File: config.mk
export PLATFORM = sky130hd
export DESIGN_NAME = intdiv_rescollect
export DESIGN_NICKNAME = d
export VERILOG_FILES = /design/src/rtl/intdiv_rescollect.sv
export SDC_FILE = /design/constraint.sdc
export NUM_CORES = 1
export LEC_CHECK = 0
export ABC_AREA = 1
export CAP_MARGIN = 20
export CORE_MARGIN = 4
export CORE_UTILIZATION = 35
export DETAILED_ROUTE_END_ITERATION = 16
export PLACE_DENSITY = 0.57
export SETUP_SLACK_MARGIN = 0.02
export SYNTH_ARGS = -nofsm -noshare
export SYNTH_HDL_FRONTEND = slang
export SYNTH_SLANG_ARGS = --single-unit
File: constraint.sdc
create_clock -name clock -period 5.9 [get_ports clock]
set_input_delay 0.885 -clock clock [delete_from_list [all_inputs] [get_ports clock]]
set_output_delay 0.885 -clock clock [all_outputs]
set_load 0.02 [all_outputs]
File: src/rtl/intdiv_rescollect.sv
`default_nettype none
// ============================================================================
//  Module      : intdiv_rescollect
//  Description : Request/result wrapper around an external fixed-latency
//                signed divider. Accepted requests are forwarded to the
//                divider, and their side information (tag, dividend and the
//                divide-by-zero / overflow flags) travels through a
//                LAT-deep shadow pipeline. When an entry leaves that pipeline,
//                the divider result is patched for the special cases and
//                written into a DEPTH-entry circular result FIFO.
//                Admission is credit based: a request is taken only when
//                in-flight + queued < DEPTH. A result therefore always has a
//                free FIFO slot when it arrives.
//  Revision    : 1.0 - initial release
// ----------------------------------------------------------------------------
//  Ports
//    clock     in   1   rising-edge clock
//    reset     in   1   synchronous, active-low reset
//    in_valid  in   1   request valid
//    in_ready  out  1   request can be accepted this cycle
//    in_x      in   N   dividend (signed)
//    in_y      in   N   divisor (signed)
//    in_tag    in   TW  request tag
//    div_x     out  N   dividend to divider (0 when idle)
//    div_y     out  N   divisor to divider (0 when idle)
//    div_z     in   N   divider quotient, LAT edges after div_x/div_y
//    div_r     in   N   divider remainder, LAT edges after div_x/div_y
//    out_valid out  1   result available
//    out_ready in   1   downstream accepts the result
//    out_z     out  N   quotient
//    out_r     out  N   remainder
//    out_tag   out  TW  tag of the result
//    out_dbz   out  1   divide-by-zero flag
//    out_ovf   out  1   overflow flag (most-negative / -1)
//    busy      out  1   any request in flight or any result queued
// ============================================================================
module intdiv_rescollect #(
    parameter int N     = 9,
    parameter int LAT   = 5,
    parameter int DEPTH = 8,
    parameter int TW    = 4
) (
    input  logic          clock,
    input  logic          reset,
    input  logic          in_valid,
    output logic          in_ready,
    input  logic [N-1:0]  in_x,
    input  logic [N-1:0]  in_y,
    input  logic [TW-1:0] in_tag,
    output logic [N-1:0]  div_x,
    output logic [N-1:0]  div_y,
    input  logic [N-1:0]  div_z,
    input  logic [N-1:0]  div_r,
    output logic          out_valid,
    input  logic          out_ready,
    output logic [N-1:0]  out_z,
    output logic [N-1:0]  out_r,
    output logic [TW-1:0] out_tag,
    output logic          out_dbz,
    output logic          out_ovf,
    output logic          busy
);

    // ------------------------------------------------------------------------
    // Constants
    // ------------------------------------------------------------------------
    localparam int c_pw = (DEPTH > 1) ? $clog2(DEPTH) : 1;   // FIFO pointer
    localparam int c_cw = $clog2(DEPTH + 1);                 // FIFO count
    localparam int c_iw = $clog2(LAT + 1);                   // in-flight count
    localparam int c_ow = $clog2(DEPTH + LAT + 1) + 1;       // occupancy sum

    localparam logic [N-1:0]    c_int_min  = {1'b1, {(N-1){1'b0}}};
    localparam logic [N-1:0]    c_one      = {{(N-1){1'b0}}, 1'b1};
    localparam logic [c_pw-1:0] c_ptr_last = c_pw'(DEPTH - 1);

    // ------------------------------------------------------------------------
    // Request side
    // ------------------------------------------------------------------------
    logic [c_iw-1:0] r_inflight;
    logic [c_cw-1:0] r_count;
    logic [c_ow-1:0] w_occ;
    logic            w_accept;
    logic            w_dbz;
    logic            w_ovf;

    // A result popped in this same cycle is deliberately not credited.
    assign w_occ    = c_ow'(r_inflight) + c_ow'(r_count);
    assign in_ready = (w_occ < c_ow'(DEPTH));

    // Nothing is accepted on a reset edge.
    assign w_accept = in_valid & in_ready & reset;

    assign w_dbz = (in_y == '0);
    assign w_ovf = (in_x == c_int_min) && (in_y == '1);

    // The divider never sees a zero divisor or the one overflowing pair,
    // so its behaviour in those cases does not matter. Idle cycles drive 0.
    always_comb begin
        div_x = '0;
        div_y = '0;
        if (w_accept) begin
            if (w_dbz) begin
                div_x = in_x;
                div_y = c_one;
            end else if (w_ovf) begin
                div_x = '0;
                div_y = c_one;
            end else begin
                div_x = in_x;
                div_y = in_y;
            end
        end
    end

    // ------------------------------------------------------------------------
    // Shadow pipeline (stage LAT is index LAT-1)
    // ------------------------------------------------------------------------
    logic          r_pv   [LAT];
    logic [TW-1:0] r_ptag [LAT];
    logic [N-1:0]  r_px   [LAT];
    logic          r_pdbz [LAT];
    logic          r_povf [LAT];
    logic          w_emerge;

    // Valid bits are reset so that divider outputs belonging to discarded
    // requests are ignored after a reset.
    always_ff @(posedge clock) begin
        if (!reset) begin
            for (int i = 0; i < LAT; i++) begin
                r_pv[i] <= 1'b0;
            end
        end else begin
            r_pv[0] <= w_accept;
            for (int i = 1; i < LAT; i++) begin
                r_pv[i] <= r_pv[i-1];
            end
        end
    end

    // Payload is qualified by the valid bits and needs no reset.
    always_ff @(posedge clock) begin
        r_ptag[0] <= in_tag;
        r_px[0]   <= in_x;
        r_pdbz[0] <= w_dbz;
        r_povf[0] <= w_ovf;
        for (int i = 1; i < LAT; i++) begin
            r_ptag[i] <= r_ptag[i-1];
            r_px[i]   <= r_px[i-1];
            r_pdbz[i] <= r_pdbz[i-1];
            r_povf[i] <= r_povf[i-1];
        end
    end

    assign w_emerge = r_pv[LAT-1];

    // ------------------------------------------------------------------------
    // Result patching for the special cases
    // ------------------------------------------------------------------------
    logic [N-1:0] w_res_z;
    logic [N-1:0] w_res_r;

    always_comb begin
        w_res_z = div_z;
        w_res_r = div_r;
        if (r_pdbz[LAT-1]) begin
            w_res_z = '1;
            w_res_r = r_px[LAT-1];
        end else if (r_povf[LAT-1]) begin
            w_res_z = c_int_min;
            w_res_r = '0;
        end
    end

    // ------------------------------------------------------------------------
    // Result FIFO
    // ------------------------------------------------------------------------
    logic [N-1:0]    r_mz   [DEPTH];
    logic [N-1:0]    r_mr   [DEPTH];
    logic [TW-1:0]   r_mtag [DEPTH];
    logic            r_mdbz [DEPTH];
    logic            r_movf [DEPTH];
    logic [c_pw-1:0] r_wr;
    logic [c_pw-1:0] r_rd;
    logic            w_pop;
    logic            w_has;

    // Last popped entry, shown while the FIFO is empty.
    logic [N-1:0]    r_lz;
    logic [N-1:0]    r_lr;
    logic [TW-1:0]   r_ltag;
    logic            r_ldbz;
    logic            r_lovf;

    assign w_has = (r_count != '0);
    assign w_pop = w_has & out_ready;

    always_ff @(posedge clock) begin
        if (w_emerge) begin
            r_mz[r_wr]   <= w_res_z;
            r_mr[r_wr]   <= w_res_r;
            r_mtag[r_wr] <= r_ptag[LAT-1];
            r_mdbz[r_wr] <= r_pdbz[LAT-1];
            r_movf[r_wr] <= r_povf[LAT-1];
        end
    end

    always_ff @(posedge clock) begin
        if (!reset) begin
            r_inflight <= '0;
            r_count    <= '0;
            r_wr       <= '0;
            r_rd       <= '0;
            r_lz       <= '0;
            r_lr       <= '0;
            r_ltag     <= '0;
            r_ldbz     <= 1'b0;
            r_lovf     <= 1'b0;
        end else begin
            case ({w_accept, w_emerge})
                2'b10:   r_inflight <= r_inflight + c_iw'(1);
                2'b01:   r_inflight <= r_inflight - c_iw'(1);
                default: r_inflight <= r_inflight;
            endcase

            case ({w_emerge, w_pop})
                2'b10:   r_count <= r_count + c_cw'(1);
                2'b01:   r_count <= r_count - c_cw'(1);
                default: r_count <= r_count;
            endcase

            if (w_emerge) begin
                r_wr <= (r_wr == c_ptr_last) ? '0 : r_wr + c_pw'(1);
            end

            if (w_pop) begin
                r_rd   <= (r_rd == c_ptr_last) ? '0 : r_rd + c_pw'(1);
                r_lz   <= r_mz[r_rd];
                r_lr   <= r_mr[r_rd];
                r_ltag <= r_mtag[r_rd];
                r_ldbz <= r_mdbz[r_rd];
                r_lovf <= r_movf[r_rd];
            end
        end
    end

    // ------------------------------------------------------------------------
    // Output side
    // ------------------------------------------------------------------------
    assign out_valid = w_has;
    assign out_z     = w_has ? r_mz[r_rd]   : r_lz;
    assign out_r     = w_has ? r_mr[r_rd]   : r_lr;
    assign out_tag   = w_has ? r_mtag[r_rd] : r_ltag;
    assign out_dbz   = w_has ? r_mdbz[r_rd] : r_ldbz;
    assign out_ovf   = w_has ? r_movf[r_rd] : r_lovf;

    assign busy = (r_inflight != '0) || w_has;

endmodule
`default_nettype wire
==> results of run 1 <==
==> metrics by stage <==
stage / hold slack [ns] / cell area, µm²
3_3_place_gp: 0.310 / 13400
2_1_floorplan: 0.310 / 12100
3_5_place_dp: 0.312 / 13400
6_report: 0.316 / 14600
5_1_grt: 0.322 / 14600
4_1_cts: 0.312 / 14600
==> kinds of logic (layout without fill, tap and decap cells) <==
group,Yosys count,count (layout),synth area share (%)
and+or+nand+nor,505,505,17.4
DFF,312,312,67.2
buffers and inverters,285,395,9.53
AOI/OAI and AO/OA,101,101,4.44
adders and majority gates,12,12,1.36
xor gates and xnor gates,1,1,0.0721
==> critical path: stages <==
cell and delay, ns:
clkdlybuf4s50_1 0.45, buf_4 0.37, nand2_1 0.12, nor2_2 0.26, inv_2 0.20, a21oi_1 0.16, clkdlybuf4s50_1 0.62
==> layer usage <==
| metal | vias to the layer above | track usage, % |
|---|---|---|
| met5 | - | 0 |
| met2 | 170 | 25.8 |
| met4 | 0 | 3.15 |
| met3 | 41 | 2.32 |
| met1 | 3657 | 17.8 |
| li1 | 4058 | - |
==> power by group through the flow <==
stage | Sequential (µW) | Combinational, µW | Clock (µW)
after floorplan | 2540 | 1530 | 0
after detailed placement | 2590 | 2400 | 0
after global placement | 2580 | 2360 | 0
after global routing | 2560 | 2620 | 2350
final | 2540 | 2350 | 2200
after CTS | 2540 | 2410 | 2250
==> layout by cell type (no fill, tap or decap), types with 3 or more instances in the layout <==
cell | synthesis | final
a21oi_1 | 34 | 34
a22o_1 | 9 | 9
buf_4 | 3 | 10
bufinv_16 | 0 | 3
clkbuf_1 | 15 | 7
clkbuf_16 | 0 | 37
clkbuf_8 | 0 | 7
clkdlybuf4s50_1 | 0 | 88
clkinv_2 | 0 | 5
dfxtp_1 | 120 | 119
edfxtp_1 | 192 | 192
ha_1 | 10 | 10
inv_1 | 228 | 228
inv_2 | 5 | 4
inv_6 | 0 | 3
nand2_1 | 295 | 295
nand3_1 | 149 | 149
nand4_1 | 3 | 3
nor2_1 | 50 | 42
nor2_4 | 0 | 8
o21ai_0 | 27 | 27
o21ai_1 | 31 | 31
==> final cells by class <==
cell class,instances,area (µm²)
Tap cell,448,561
Timing Repair Buffer,98,956
Clock inverter,13,154
Inverter,233,876
Multi-Input combinational cell,619,2880
Fill cell,3222,19200
Clock buffer,51,1050
Sequential cell,312,8170
==> worst max-delay path by stage <==
stage | cells after the start | startpoint | slack (ns) | end
2_1_floorplan | 5 | reset | 3.35 | div_y[7]
3_3_place_gp | 7 | reset | 1.92 | div_y[0]
3_5_place_dp | 7 | reset | 1.88 | div_y[0]
4_1_cts | 7 | reset | 1.87 | div_y[0]
5_1_grt | 7 | reset | 1.72 | div_y[8]
6_report | 7 | reset | 1.93 | div_y[0]
==> registers in the layout (all words and copies together), names as in the netlist, 4 cells and up, named ones only <==
| signal | count |
|---|---|
| r_lr | 9 |
| r_ltag | 4 |
| r_mz | 72 |
| r_povf | 5 |
| r_movf | 8 |
| r_mr | 72 |
| r_pdbz | 5 |
| r_count | 4 |
| r_px | 45 |
| r_pv | 5 |
| r_ptag | 20 |
| r_mdbz | 8 |
| r_mtag | 32 |
| r_lz | 9 |
==> results by group, run 1 <==
Logic synthesis
  – Post-synth top cells: nand2_1, inv_1, edfxtp_1
  – Register bit total from synthesis: 312
  – Ys flop type: edfxtp_1
  – Largest area contributor in the netlist: edfxtp_1
  – EDFF count, synth: approximately 190
  – Most common cell in the synthesized netlist: nand2_1
  – Asr flop ratio synth: 0%
  – Syn avg cell area: 9.99 µm²
  – Cell area after synthesis: about 12000 µm²
  – Post-synth top area share: 47.5%
  – Instance count of the mapped netlist: 1216
  – Syn nets: 1272
  – Unique masters post-synth: 25
  – Seq/Total Area, Yosys: 67.2%
  – Yosys Warn Count: 0
  – Dominant cells by area after synthesis: edfxtp_1, dfxtp_1, nand2_1, inv_1, nand3_1

Drt
  – Met3 wire len: 1470 µm
  – TritonRoute pass-1 iters: 4
  – Final wirelength: 26800 µm
  – Via count: around 7900
  – Met2 wire length: 13400 µm
  – Highest routed layer: met4
  – Iter 0 DRT Violations: 467
  – Metal-1 WL: 11500 µm
  – Post-DRT Antenna Nets: 0
  – WL/cell: 15.1 µm
  – # DRC: 0
  – Routed vias/inst: approximately 4.5

CTS
  – Post-CTS Hold Fix Bufs: 0
  – CTS tree: yes
  – CTS sink cnt: 312
  – H-tree level count: 2
  – Post-cts resize count: 0
  – Clock buffer depth: 3
  – Worst-path clk slew: 0.06 ns
  – Cts bufs inserted: 35
  – Clk Latency, worst-skew pair: 0.51 ns
  – Post-CTS setup buffer count: 0
  – CTS root buffer: clkbuf_16

Layout
  – Nets: 1355
  – Area added between synthesis and finish: 20.6%
  – Non-Filler Instances: 1774
  – Ant. Diodes: 0
  – Layout cells sized above 1: ~6.4%
  – Final Core Density: ~43%

Placed design
  – Pre-CTS setup slack: 1.88 ns
  – IO buf count: 88
  – Post-DP HPWL: 15500 µm
  – Gpl congestion: 0.728
  – Dpl cells: ~1700

Pwr
  – P_leak: 0.00632 µW
  – Clk network pwr share: 31.0%
  – Switching fraction of total power: 34.3%
  – Max IR drop VDD: 0.000279 V
  – Power per cell area: 484 nW/µm²
  – Sw Pwr: about 2400 µW
  – Pint: around 4700 µW
  – Total power: 7090 µW
  – Combinational Power Share: 33.1%
  – Sequential share of power: a little over a third

Timing
  – Final setup fails: 0
  – Worst Tran Pin Value: 1.06 ns
  – RSZ-0062 raised after global routing: false
  – Period Utilization, post-route: between 60% and 70%
  – Clock skew: about 0.012 ns
  – Post-route worst setup slack: 1.93 ns
  – Rel. slew slack: 29.2%
  – Setup_tns: 0 ns
  – Fmax achieved: between 200 and 300 MHz
  – Final hold violations: 0
  – Slew Limit Fails: 0
  – Min Tclk post-route: 3.97 ns

Global route
  – First-pass GRT wire length: 42700 µm
  – Gr usage total: 14.2%
  – Largest net degree at the start of global routing: 57
  – Vias in the first global route: 7953
  – Initial antenna violation count: 0
  – GR Overflow Total: 0

Hold path
  – Worst hold path depth: 0
  – Hold Crit Class: flop to flop
  – Hold endpoint: r_ptag[0][9]$_DFF_P_
  – Hold_sp: r_ptag[0][5]$_DFF_P_

Floorplanning
  – IO Pins: 89
  – Die area: 37700 µm²
  – Die span in x: 194 µm
  – Area of the core: 33900 µm²
  – Starting Density: 35.9%
  – Row count: 67
  – Die Y: 194 µm

Worst setup path
  – Critical path class: primary input to output port
  – Crit path max fanout: 39
  – Critical Path AT: ~3.1 ns
  – Reg2Reg Capture Point: r_count[3]$_SDFFE_PN0P_
  – CP required: 5.02 ns
  – Worst Setup End Kind: output port
  – CP startpoint kind: primary input
  – R2R depth: 12
  – R2R Path Start: r_count[3]$_SDFFE_PN0P_
  – Worst R2R Setup Slack: ~3.2 ns

Flow run
  – Max-cap viol count: 0

Status
  – Status: finished, final reports clean
Note: power is estimated with default switching activity, not from simulation.
==> inputs of run 2 (changes only) <==
Clock period 5.9 ns to 3.7 ns, I/O delays scaled along.
==> results by group, run 2 (same netlist as run 1, synthesis figures left out) <==
Status
  – Status: finished, final reports clean

Placed design
  – IO buf count: around 90
  – Pre-CTS setup slack: 0.664 ns
  – Post-DP HPWL: 15400 µm
  – Gpl congestion: between 0.7 and 0.8

Pwr
  – Switching fraction of total power: around a third
  – Combinational Power Share: 34.6%
  – Sequential share of power: 36.6%
  – Sw Pwr: between 3000 and 4000 µW
  – P_leak: 0.00628 µW
  – Clk network pwr share: 28.9%
  – Max IR drop VDD: 0.000564 V
  – Power per cell area: 755 nW/µm²
  – Pint: roughly 7200 µW
  – Total power: approximately 11000 µW

Layout
  – Area added between synthesis and finish: 20.0%
  – Layout cells sized above 1: 6.03%
  – Ant. Diodes: 0
  – Commonest non-fill, non-tap cell in the layout: nand2_1
  – Nets: 1359
  – Most frequent cells in the layout: nand2_1, inv_1, edfxtp_1
  – Fill cell count: 3177
  – Largest registers: r_mr (72), r_mz (72), r_px (45)
  – Final Core Density: 43.0%

Drt
  – WL/cell: approximately 15 µm
  – Final wirelength: 26700 µm
  – Iter 0 DRT Violations: about 500
  – Post-DRT Antenna Nets: 0
  – Via count: about 7900
  – # DRC: 0
  – Routed vias/inst: between 4 and 5
  – TritonRoute pass-1 iters: 5

Timing
  – Setup_tns: 0 ns
  – Min Tclk post-route: 3.32 ns
  – Final hold violations: 0
  – Worst Tran Pin Value: 1.01 ns
  – Clock skew: 0.0143 ns
  – Slew Limit Fails: 0
  – Rel. slew slack: 32.2%
  – Period Utilization, post-route: about nine tenths
  – RSZ-0062 raised after global routing: false
  – Post-route worst setup slack: 0.376 ns
  – Final setup fails: 0
  – Fmax achieved: 301 MHz

Floorplanning
  – Die span in x: around 190 µm
  – Area of the core: 33900 µm²
  – Row count: 67
  – IO Pins: 89
  – Starting Density: approximately 36%
  – Die Y: 194 µm
  – Die area: 37700 µm²

CTS
  – CTS tree: yes
  – CTS sink cnt: 312
  – Clk Latency, worst-skew pair: 0.51 ns
  – Post-cts resize count: 0
  – Post-CTS setup buffer count: 0
  – Cts bufs inserted: 34
  – Post-CTS Hold Fix Bufs: 0
  – CTS root buffer: clkbuf_16
  – H-tree level count: 2
  – Clock buffer depth: 3
  – Worst-path clk slew: 0.06 ns

Worst setup path
  – Critical path class: flop to output port
  – CP required: around 3.1 ns
  – Worst Setup End Kind: output port
  – Critical Path AT: 2.77 ns
  – Crit path max fanout: 16
  – Worst R2R Setup Slack: 1.06 ns
  – CP startpoint kind: flop

Global route
  – Largest net degree at the start of global routing: 97
  – Met1 usage: 17.9%
  – Vias in the first global route: 7746
  – Met3 GRT Util: under 10%
  – M2 GR Usage: approximately a quarter
  – First-pass GRT wire length: 42100 µm
  – GR Overflow Total: 0
  – Gr usage total: 14.0%
  – Initial antenna violation count: 0
  – Busiest grt layer: met2

Hold path
  – Hold Crit Class: flop to flop

Flow run
  – Max-cap viol count: 0
run 2: cell count changes in the layout (fill, tap and decap cells not counted), sizes merged:
cell | before | now
buf | 10 | 15
bufinv | 3 | 0
clkinv | 6 | 8
clkinvlp | 1 | 0
inv | 236 | 234
run 2: path summary, 6_finish.rpt:
path / startpoint / endpoint / depth (start not counted)
hold / removal: r_px[0][28]$_DFF_P_ / r_px[0][37]$_DFF_P_ / 0
setup / recovery: r_count[1]$_SDFFE_PN0P_ / div_y[0] / 9
setup reg to reg: r_count[1]$_SDFFE_PN0P_ / r_inflight[2]$_SDFFE_PN0P_ / 15
hold reg to reg: r_px[0][28]$_DFF_P_ / r_px[0][37]$_DFF_P_ / 0
run 2: critical path: stages (launching register included):
cell	delay, ns
dfxtp_1	0.42
ha_1	0.27
nand3_1	0.08
nand2_1	0.06
nand2_1	0.05
nand2_1	0.07
nor2_2	0.30
inv_2	0.22
a21oi_1	0.18
clkdlybuf4s50_1	0.63
run 2: cell type report:
| cell class | count | area, µm² | area share (%) |
|---|---|---|---|
| inverter | 233 | 875 | 6.00 |
| tap | 448 | 561 | 3.84 |
| timing repair buffer | 103 | 1030 | 7.07 |
| clock buffer | 51 | 1020 | 6.99 |
| multi-input combinational | 619 | 2880 | 19.8 |
| sequential | 312 | 8170 | 56.0 |
| clock inverter | 9 | 43.8 | 0.300 |
run 2: through the flow:
stage | cell area [µm²] | hold WS (ns) | cells
after floorplan | 12100 | 0.310 | 1216
after global placement | 13500 | 0.310 | 1715
after detailed placement | 13500 | 0.312 | 1715
after CTS | 14600 | 0.322 | 1775
after global routing | 14600 | 0.328 | 1775
final | 14600 | 0.321 | 1775
run 2: power by group through the flow:
stage / Clock [µW] / Sequential [µW] / Combinational (µW)
final: 3180 / 4020 / 3800
after global routing: 3390 / 4040 / 4230
after CTS: 3240 / 4020 / 3890
after detailed placement: 0 / 4090 / 3880
after global placement: 0 / 4080 / 3850
after floorplan: 0 / 4060 / 2450
run 2: layer usage:
metal  vias up  share of wire (%)  wire length [µm]
met5         -                  0                 0
li1       4063                  -                 -
met1      3580                 44             11800
met4         0                2.2               588
met3        46                5.1              1360
met2       187                 48             12900
